==> config.mk <==
export PLATFORM = sky130hd
export DESIGN_NAME = serial_adder_ctrl
export DESIGN_NICKNAME = d
export VERILOG_FILES = /design/src/rtl/serial_adder_ctrl_pkg.sv /design/src/rtl/serial_adder_ctrl_adder_1bit.sv /design/src/rtl/serial_adder_ctrl.sv
export SDC_FILE = /design/constraint.sdc
export NUM_CORES = 1
export LEC_CHECK = 0
export ABC_CLOCK_PERIOD_IN_PS = 1800
export BUFFER_PORTS_ARGS = -buffer_cell sky130_fd_sc_hd__buf_2
export CAP_MARGIN = 25
export CORE_MARGIN = 2
export CORE_UTILIZATION = 51
export DETAILED_ROUTE_END_ITERATION = 16
export MAX_ROUTING_LAYER = met4
export PLACE_DENSITY = 0.76
export SLEW_MARGIN = 20
export SYNTH_ARGS = -nofsm -noshare
export SYNTH_HDL_FRONTEND = slang
export SYNTH_HIERARCHICAL = 1
export SYNTH_SLANG_ARGS = --single-unit
==> constraint.sdc <==
create_clock -name clk -period 1.8 [get_ports clk]
set_input_delay 0.09 -clock clk [delete_from_list [all_inputs] [get_ports clk]]
set_output_delay 0.09 -clock clk [all_outputs]
set_load 0.02 [all_outputs]
==> src/rtl/serial_adder_ctrl_pkg.sv <==
// Shared constants for the bit-serial adder: default operand width and FSM state encodings.
// Revision 1.0
`default_nettype none

package serial_adder_ctrl_pkg;

  localparam int DEFAULT_N = 8;

  typedef enum logic [1:0] {
    IDLE = 2'd0,
    RUN  = 2'd1,
    DONE = 2'd2
  } state_t;

endpackage

`default_nettype wire

==> src/rtl/serial_adder_ctrl_adder_1bit.sv <==
// Single-bit full adder shared by every bit position of the serial adder.
// Revision 1.0
`default_nettype none

module adder_1bit (
  input  logic x,
  input  logic y,
  input  logic ci,
  output logic s,
  output logic co
);

  assign s  = x ^ y ^ ci;
  assign co = (x & y) | (x & ci) | (y & ci);

endmodule

`default_nettype wire

==> src/rtl/serial_adder_ctrl.sv <==
// Bit-serial a + b + cin, LSB first, one bit per clock through one shared full adder.
// Revision 1.0
`default_nettype none

module serial_adder_ctrl
  import serial_adder_ctrl_pkg::*;
#(
  parameter int N = DEFAULT_N
) (
  input  logic         clk,
  input  logic         rst,
  input  logic         start,
  input  logic [N-1:0] a,
  input  logic [N-1:0] b,
  input  logic         cin,
  output logic         busy,
  output logic         done,
  output logic [N-1:0] sum,
  output logic         cout,
  output logic         ovf
);

  localparam int CW = $clog2(N);
  localparam logic [CW-1:0] LAST = CW'(N - 1);

  state_t         state;
  state_t         state_next;
  logic [N-1:0]   op_a;
  logic [N-1:0]   op_b;
  logic           carry;
  logic [CW-1:0]  cnt;
  logic           load;
  logic           last_bit;
  logic           fa_s;
  logic           fa_co;

  adder_1bit u_fa (
    .x  (op_a[0]),
    .y  (op_b[0]),
    .ci (carry),
    .s  (fa_s),
    .co (fa_co)
  );

  assign last_bit = (cnt == LAST);

  always_ff @(posedge clk) begin
    if (rst) state <= IDLE;
    else     state <= state_next;
  end

  always_comb begin
    state_next = state;
    load       = 1'b0;
    busy       = 1'b0;
    done       = 1'b0;
    case (state)
      IDLE: begin
        if (start) begin
          state_next = RUN;
          load       = 1'b1;
        end
      end
      RUN: begin
        busy = 1'b1;
        if (last_bit) state_next = DONE;
      end
      DONE: begin
        done = 1'b1;
        // Back-to-back issue: a start seen in DONE skips the IDLE cycle.
        if (start) begin
          state_next = RUN;
          load       = 1'b1;
        end else begin
          state_next = IDLE;
        end
      end
      default: state_next = IDLE;
    endcase
  end

  always_ff @(posedge clk) begin
    if (rst) begin
      op_a  <= '0;
      op_b  <= '0;
      carry <= 1'b0;
      cnt   <= '0;
      sum   <= '0;
      cout  <= 1'b0;
      ovf   <= 1'b0;
    end else if (load) begin
      // sum is deliberately left alone so the previous result stays visible.
      op_a  <= a;
      op_b  <= b;
      carry <= cin;
      cnt   <= '0;
    end else if (state == RUN) begin
      op_a  <= op_a >> 1;
      op_b  <= op_b >> 1;
      sum   <= {fa_s, sum[N-1:1]};
      carry <= fa_co;
      if (last_bit) begin
        cout <= fa_co;
        ovf  <= carry ^ fa_co;
      end else begin
        cnt <= cnt + 1'b1;
      end
    end
  end

endmodule

`default_nettype wire

Yosys cells after proc, flatten, opt, wreduce, memory -nomap -nowiden
Cells that the tools add are included.
- register bits: 32
- output and inout bits: 12
- word-level logic and storage cells: 46
- input bits: 20
- reduce and logical (&&, ||, !) cells: 8
- equal/unequal tests: 5
- add/subtract/negate cells: 1
- bitwise gates (word level): 10
- muxes and demuxes: 14
- operators with widths (operator ; number):
    8-bit two-way mux ; 4
    1-bit two-way mux ; 7
    2-bit case mux with 3 select lines ; 1
    2-bit AND reduction ; 3
    2-bit two-way mux ; 2
    2-bit != test (second input constant) ; 2
    2-bit OR reduction ; 2
    3-bit by 1-bit adder with 3-bit output (second input constant) ; 1
    1-bit bitwise AND ; 3
    3-bit equality test (second input constant) ; 1
    3-bit AND reduction ; 1
    1-bit XOR ; 3
    2-bit by 1-bit equality test with 1-bit output (second input constant) ; 1
    2-bit equality test (second input constant) ; 1
    2-bit logical NOT ; 1
    1-bit NOT ; 2
    1-bit OR ; 2
    2-bit nonzero test ; 1

Longest topological paths before layout
Gate-level depths: netlist (run 1).
- depth after elaboration: 5
- depth in mapped cells: 6

By module
The synthesis (run 1) kept the hierarchy.
- modules (own cells, without submodules) (module ; area an instance (sq um) ; instances ; cells each):
    serial_adder_ctrl ; 1325.0 ; 1 ; 149
    adder_1bit ; 20.0 ; 1 ; 1

Worst setup path after synthesis (run 1)
No wires, ideal clock.
- path kind: register -> register
- start point: reg cnt[0]
- end point: reg cnt[1]
- slack: 0.428 ns
- arrival time: 1.238 ns
- data required time: 1.666 ns
- stages on the path, launching flop included: 6
- path through: dfxtp_1 -> ha_1 -> ha_1 -> nor3b_4 -> mux2i_1 -> nor3_1
- word-level cells in the longest chain between the ends: 3
- elaborated cells between the ends (all ways): 4
- RTL lines (item ; line ; source):
    start: declaration ; serial_adder_ctrl.sv:31 ; logic [CW-1:0] cnt;
    start signal: assignment ; serial_adder_ctrl.sv:106 ; cnt <= cnt + 1'b1;
    parallel branches: the longest is 3 deep, another holds 3-bit by 1-bit adder with 3-bit output ; -- ;
Parallel ways; which one is timed is not known.
A chain may end at the register's enable or synchronous reset.

Worst setup path in the final report (run 1)
- start point: reg state[0]
- end point: out busy
- word-level cells in the longest chain between the ends: 2
- RTL lines (item ; line ; source):
    start: declaration ; serial_adder_ctrl.sv:26 ; state_t state;
    start signal: assignment ; serial_adder_ctrl.sv:49 ; else state <= state_next;
    2-bit by 1-bit equality test with 1-bit output ; serial_adder_ctrl.sv:57 ; case (state)
    1-bit two-way mux ; serial_adder_ctrl.sv:57 ;
    end: declaration ; serial_adder_ctrl.sv:16 ; output logic busy,
No other way between the ends.

==> qor.json, run 1 <==
{
  "detail_route.wl_per_cell_um": 12.7,
  "internal_power_uw": 1020,
  "clkSlewWorstSetupHoldPaths_ps": 90,
  "power.switching_uw": 361,
  "grt_pass1_vias": 1123,
  "ctsHoldBuffers": 0,
  "total_leakage_power_uw": 0.000630,
  "fmax_ghz": 0.646,
  "layout_net_count": 203,
  "cts.root.buffer_cell": "clkbuf_4",
  "syn-mean-instance-area_um2": 8.97,
  "multi_input_comb_area_um2": 603,
  "synth-adder-area-share_pct": 3.35,
  "io_buffers": 31,
  "postCtsSetupBuffers": 0,
  "floorplan.die.width_um": 55.4,
  "max-slew-margin-rel_pct": 62.4,
  "setup.worst_path.start_class": "flip-flop",
  "maxCapViolCount": 0,
  "critical_path_peak_fanout": 27,
  "timing.final.setup_violations": 0,
  "worst-endpoint-arrival_ps": 1460,
  "yosys.area_share.xor_xnor_pct": 1.30,
  "sequential_cell_fraction_of_total_power_pct": 56.0,
  "detail_route.first_pass.iterations": 4,
  "drt_iter0_markers": 32,
  "grtUsageMet2_pct": 31.3,
  "post_synth_inst_count": 150,
  "synthDistinctLibCells": 28,
  "cts_max_path_buffers": 2,
  "cts_tree": "done",
  "worst_setup_path_end_kind": "output port",
  "fin_skew_ps": 4.53,
  "pwr-share-clk_pct": 30.0,
  "crit_required_ps": 1710,
  "groute.usage.overall_pct": 19.2,
  "timing.final.crit_share_pct": 86.1,
  "maximum_number_of_pins_on_one_net_before_global_route_repair": 33,
  "top_usage_layer": "met2",
  "fin_cells": 211,
  "cts_htree_levels": 2,
  "core.rowCount": 18,
  "synth_simple_gate_area_share_pct": 23.5,
  "dp_wirelength_um": 1880,
  "worstHoldPathType": "in2reg",
  "fin_setup_tns_ps": 0,
  "worst_slew_pin_slew_ps": 565,
  "ant_nets": 0,
  "area.sequential_um2": 641,
  "top_level_ports": 32,
  "status": "completed",
  "yosysWarningCount": 6,
  "finalHoldViolCount": 0,
  "share_of_final_layout_standard_cells_stronger_than_drive_strength_1_pct": 25.4,
  "final-max-slew-violation-count": 0,
  "insertion_delay_ps": 320,
  "n_antenna_cell": 0,
  "global_route.usage.met3_pct": 5.15,
  "post_cts.resized_instances": 0,
  "synth_fp_nets": 173,
  "dieArea_mm2": 0.00306,
  "initial_utilization_pct": 54.3,
  "grt_first_pass_wirelength_um": 4590,
  "global_route.overflow_total": 0,
  "areaGrowthSynthToFinish_pct": 14.0,
  "vdd.ir_drop.worst_mv": 0.666,
  "ys_seq_elements": 32,
  "clock_sink_count": 32,
  "antenna_found_initial": 0,
  "synth-seq-area-share_pct": 47.6,
  "layout.filler_cells": 227,
  "wirelength_um": 2670,
  "netlist_area_mm2": 0.00135,
  "floorplan.die.height_um": 55.4,
  "dr_total_vias": 1152,
  "design.core.area_mm2": 0.00248,
  "gp_routability_congestion": 0.765,
  "final_period_minus_worst_setup_slack_ps": 1550,
  "worstSetupPathType": "reg2out",
  "largest_family_of_logic_cells_by_synthesized_area": "simple AND/OR/NAND/NOR gates",
  "synth_compound_area_share_pct": 14.4,
  "sw_frac_of_total_pct": 26.1,
  "power_density_mw_per_mm2": 903,
  "routed_via_density": 5.46,
  "numCtsBuffers": 5,
  "drcViolationCount": 0,
  "unrepaired_setup_endpoints_after_global_routing": "false",
  "global_route.usage.met1_pct": 22.7,
  "placed_cells_incl_taps": 203,
  "muxShareOfSynthArea_pct": 2.23,
  "combinational_fraction_of_design_power_pct": 14.1
}
-- sequential cells by signal (all words and copies together), names as in the netlist --
name / count
carry: 1
cnt: 3
cout: 1
op_a: 8
op_b: 8
ovf: 1
state: 2
sum: 8
-- cell type report --
cell class	instances	area share, %
Clock buffer	8	3.83
Inverter	1	0.571
Multi-Input combinational cell	105	39.3
Sequential cell	32	41.8
Tap cell	30	2.45
Timing Repair Buffer	35	12.1
-- cells by family (layout without fill, tap and decap cells) --
family | after synthesis | in the layout
multiplexers | 3 | 3
buffers and inverters | 13 | 44
flip-flops | 32 | 32
XOR/XNOR | 2 | 2
AO/OA/AOI/OAI | 28 | 28
adder cells (fa/ha/maj) | 3 | 3
AND/OR/NAND/NOR | 69 | 69
-- cells in the final DEF, fill, tap and decap left out, types with 3 or more instances in the layout --
master	synthesis	routed
a21oi_1	13	13
dfxtp_1	32	32
buf_2	1	31
nand3_1	5	5
buf_4	2	4
nand2_1	31	31
nor3_1	18	18
nor2_1	9	9
mux2i_1	3	3
a311oi_1	4	4
o22ai_1	7	7
clkbuf_4	1	5
-- synth_stat cells, drive strengths merged --
cell type,number,area [µm²]
dfxtp,32,641
nor2b,2,12.5
mux2i,3,30.0
nand3,5,25.0
clkbuf,5,23.8
xor2,1,8.76
nor2,9,33.8
a22oi,2,20.0
buf,7,68.8
inv,1,8.76
nor3,18,90.1
nand2,31,116
nor3b,1,18.8
nand2b,2,12.5
a311oi,6,65.1
ha,2,25.0
fa,1,20.0
a21oi,13,65.1
o22ai,7,43.8
nand3b,1,7.51
xnor2,1,8.76
-- power groups by stage --
stage               Clock (µW)  Combinational (µW)  Sequential [µW]
finish                     415                 195              775
global route               460                 217              780
CTS                        428                 197              775
detailed placement           0                 196              791
global placement             0                 187              789
floorplan                    0                 158              788
-- worst paths after layout --
path / startpoint / end / slack, ps / cells after the start
hold / removal: a[7] / op_a[7] / 20 / 3
hold reg to reg: cout / cout / 460 / 2
setup / recovery: state[0] / busy / 250 / 3
setup reg to reg: cnt[0] / cnt[1] / 290 / 5
-- critical path, stage by stage (launching register included) --
cell and delay [ps]:
dfxtp_1 420, nand2b_1 260, inv_6 260, buf_2 200
-- through the flow --
stage | total power, µW | worst slack [ps] | instance area, µm² | hold WS, ps | utilization (%)
6_report | 1380 | 251 | 1530 | 15.0 | 61.9
5_1_grt | 1460 | 93.7 | 1530 | 6.86 | 61.9
4_1_cts | 1400 | 231 | 1530 | 1.20 | 61.9
3_5_place_dp | 986 | 296 | 1480 | 348 | 59.5
3_3_place_gp | 976 | 390 | 1480 | 337 | 59.5
2_1_floorplan | 945 | 428 | 1350 | 162 | -
-- per-layer routing --
metal / share of wire (%) / vias to the layer above / wire [µm]
li1: - / 582 / -
met1: 44 / 530 / 1180
met2: 49 / 35 / 1320
met3: 5.3 / 5 / 143
met4: 0.97 / 0 / 26
met5: 0 / - / 0
(Power assumes the default switching activity.)
==> run 2: changes to the inputs <==
--- a/config.mk
+++ b/config.mk
@@ -6,7 +6,7 @@
 export NUM_CORES = 1
 export LEC_CHECK = 0
 export ABC_CLOCK_PERIOD_IN_PS = 1800
-export BUFFER_PORTS_ARGS = -buffer_cell sky130_fd_sc_hd__buf_2
+export BUFFER_PORTS_ARGS = -buffer_cell sky130_fd_sc_hd__clkbuf_2
 export CAP_MARGIN = 25
 export CORE_MARGIN = 2
 export CORE_UTILIZATION = 51
==> run 2 against run 1 <==
Compared with the run above:
- clock skew rose by 1.3 ps
- largest cell class unchanged
- routed wire length rose by 3.7%
- critical path type unchanged
- maximum frequency fell by 3.7%
==> qor.json, run 2 (synthesis gave the netlist of run 1 again) <==
{
  "io_buffers": {"value": 31, "change": "unchanged"},
  "total_leakage_power": {"value": 0.000628, "unit": "µW", "change": "-0.36%"},
  "vdd.ir_drop.worst": {"value": 0.699, "unit": "mV", "change": "+5.0%"},
  "n_antenna_cell": {"value": 0, "change": "unchanged"},
  "worstSetupPathType": "reg2out",
  "cts_tree": "done",
  "worst_path_largest_cell_delay": {"value": 440, "unit": "ps", "change": "+20 ps"},
  "worst-endpoint-arrival": {"value": 1520, "unit": "ps", "change": "+60 ps"},
  "finalHoldViolCount": {"value": 0, "change": "unchanged"},
  "numCtsBuffers": {"value": 5, "change": "unchanged"},
  "layout.filler_cells": {"value": 237, "change": "+4.4%"},
  "antenna_found_initial": {"value": 0, "change": "unchanged"},
  "combinational_fraction_of_design_power": {"value": 14.2, "unit": "%", "change": "about the same"},
  "detail_route.first_pass.iterations": {"value": 4, "change": "unchanged"},
  "grt_pass1_vias": {"value": 1126, "change": "+0.27%"},
  "fmax": {"value": 0.621, "unit": "GHz", "change": "-3.7%"},
  "finalInstanceArea": {"value": 0.00154, "unit": "mm²", "change": "+0.65%"},
  "crit_required": {"value": 1710, "unit": "ps", "change": "about the same"},
  "global_route.overflow_total": {"value": 0, "change": "unchanged"},
  "postPlaceCellArea": {"value": 0.00148, "unit": "mm²", "change": "unchanged"},
  "worstRegToRegCells": {"value": 5, "change": "unchanged"},
  "maxCapViolCount": {"value": 0, "change": "unchanged"},
  "dp_wirelength": {"value": 1900, "unit": "µm", "change": "+1.0%"},
  "worst_slew_pin_slew": {"value": 648, "unit": "ps", "change": "+83.8 ps"},
  "sw_frac_of_total": {"value": 26.3, "unit": "%", "change": "+0.23 points"},
  "ant_nets": {"value": 0, "change": "unchanged"},
  "layout_net_count": {"value": 204, "change": "+0.49%"},
  "crit_chain": "nand2b_1, inv_6, clkbuf_2",
  "clock_sink_count": {"value": 32, "change": "unchanged"},
  "number_of_cells_on_the_critical_path": {"value": 3, "change": "unchanged"},
  "top_regs": "op_a x8, op_b x8, sum x8",
  "most-common-layout-cells": "dfxtp_1 (32), nand2_1 (31), clkbuf_2 (31)",
  "totalPowerFinal": {"value": 1390, "unit": "µW", "change": "+0.46%"},
  "gp_routability_congestion": {"value": 0.762, "change": "-0.44%"},
  "floorplan.die.height": {"value": 55.4, "unit": "µm", "change": "unchanged"},
  "sequential_cell_fraction_of_total_power": {"value": 55.8, "unit": "%", "change": "-0.2 points"},
  "clkSlewWorstSetupHoldPaths": {"value": 90, "unit": "ps", "change": "about the same"},
  "drcViolationCount": {"value": 0, "change": "unchanged"},
  "timing.final.setup_violations": {"value": 0, "change": "unchanged"},
  "max-slew-margin-rel": {"value": 56.8, "unit": "%", "change": "-5.6 points"},
  "top_level_ports": {"value": 32, "change": "unchanged"},
  "fin_cells": {"value": 212, "change": "+0.47%"},
  "unrepaired_setup_endpoints_after_global_routing": "false",
  "internal_power": {"value": 1020, "unit": "µW", "change": "+0.15%"},
  "timing.final.crit_share": {"value": 89.4, "unit": "%", "change": "+3.3 points"},
  "hold-path-cell-count": {"value": 3, "change": "unchanged"},
  "setup.worst_path.start_class": "flip-flop",
  "wirelength": {"value": 2770, "unit": "µm", "change": "+3.7%"},
  "pwr-share-clk": {"value": 30.0, "unit": "%", "change": "about the same"},
  "groute.usage.overall": {"value": 19.8, "unit": "%", "change": "+0.56 points"},
  "core.rowCount": {"value": 18, "change": "unchanged"},
  "worst_setup_path_end_kind": "output port",
  "grt_first_pass_wirelength": {"value": 4710, "unit": "µm", "change": "+2.7%"},
  "worst_slack": {"value": 191, "unit": "ps", "change": "-60.3 ps"},
  "floorplan.die.width": {"value": 55.4, "unit": "µm", "change": "unchanged"},
  "cts_htree_levels": {"value": 2, "change": "unchanged"},
  "drt_iter0_markers": {"value": 38, "change": "+19%"},
  "insertion_delay": {"value": 320, "unit": "ps", "change": "about the same"},
  "power.switching": {"value": 366, "unit": "µW", "change": "+1.3%"},
  "dieArea": {"value": 0.00306, "unit": "mm²", "change": "unchanged"},
  "maximum_number_of_pins_on_one_net_before_global_route_repair": {"value": 33, "change": "unchanged"},
  "final-max-slew-violation-count": {"value": 0, "change": "unchanged"},
  "critical_path_buf_inv_count": {"value": 2, "change": "unchanged"},
  "cts.root.buffer_cell": "clkbuf_4",
  "routed_via_density": {"value": 5.50, "change": "+0.82%"},
  "worstHoldPathType": "in2reg",
  "cts_max_path_buffers": {"value": 2, "change": "unchanged"},
  "critPathSlowestCell": "dfxtp_1",
  "initial_utilization": {"value": 54.3, "unit": "%", "change": "unchanged"},
  "design.core.area": {"value": 0.00248, "unit": "mm²", "change": "unchanged"},
  "detail_route.wl_per_cell": {"value": 13.1, "unit": "µm", "change": "+3.2%"},
  "share_of_final_layout_standard_cells_stronger_than_drive_strength_1": {"value": 25.3, "unit": "%", "change": "-0.14 points"},
  "status": "completed",
  "place_ws": {"value": 278, "unit": "ps", "change": "-18.0 ps"},
  "critical_path_peak_fanout": {"value": 27, "change": "unchanged"},
  "fin_skew": {"value": 5.83, "unit": "ps", "change": "+1.30 ps"},
  "dr_total_vias": {"value": 1167, "change": "+1.3%"},
  "final_period_minus_worst_setup_slack": {"value": 1610, "unit": "ps", "change": "+60.3 ps"},
  "placed_cells_incl_taps": {"value": 203, "change": "unchanged"},
  "areaGrowthSynthToFinish_pct": 14.8,
  "cp_top_family": "buffers and inverters",
  "power_density": {"value": 901, "unit": "mW/mm²", "change": "-0.19%"},
  "layout_commonest_cell": "dfxtp_1",
  "fin_setup_tns": {"value": 0, "unit": "ps", "change": "unchanged"}
}
run 2: changes by cell type in the layout (fill, tap and decap cells not counted):
cell	delta
buf_2	-31
clkbuf_2	+31
dlygate4sd3_1	+1
run 2: worst paths after layout:
path | from | endpoint | slack [ps]
setup / recovery | state[0] | busy | 190
hold / removal | b[6] | op_b[6] | 40
setup reg to reg | cnt[0] | cnt[1] | 260
hold reg to reg | cout | cout | 460
run 2: repair_timing:
| action | in CTS | in global routing |
|---|---|---|
| hold buffers | 1 | 0 |
| gates resized for setup | 0 | 0 |
| buffers inserted | 0 | 0 |
| endpoints found under the hold margin | 1 | 0 |
run 2: final cells by class:
| cell class | instances | area [µm²] | share of cell area (%) |
|---|---|---|---|
| Clock buffer | 8 | 58.8 | 3.81 |
| Inverter | 1 | 8.76 | 0.567 |
| Multi-Input combinational cell | 105 | 603 | 39.1 |
| Sequential cell | 32 | 641 | 41.5 |
| Tap cell | 30 | 37.5 | 2.43 |
| Timing Repair Buffer | 36 | 195 | 12.6 |
run 2: worst min-delay path: stages:
cell	delay (ps)
clkbuf_2	80
nor2_1	90
a311oi_1	50
run 2: per-layer routing:
metal  global-route usage, %  wire length (µm)  part of all wire [%]
met1                    21.5              1210                    44
met2                    33.5              1410                    51
met3                    7.96               137                   4.9
met4                    5.23                14                  0.51
met5                       -                 0                     0
run 2: power by group through the flow:
stage / Combinational (µW) / Sequential [µW] / Clock (µW)
floorplan: 158 / 788 / 0
global placement: 188 / 788 / 0
detailed placement: 196 / 791 / 0
CTS: 198 / 775 / 428
global route: 220 / 780 / 467
finish: 197 / 776 / 418
run 2: through the flow:
| step | hold slack, ps | util (%) |
|---|---|---|
| after detailed placement | 322 | 59.5 |
| final | 41.6 | 62.3 |
| after CTS | 37.2 | 62.3 |
| after floorplan | 162 | - |
| after global routing | 27.3 | 62.3 |
| after global placement | 320 | 59.5 |
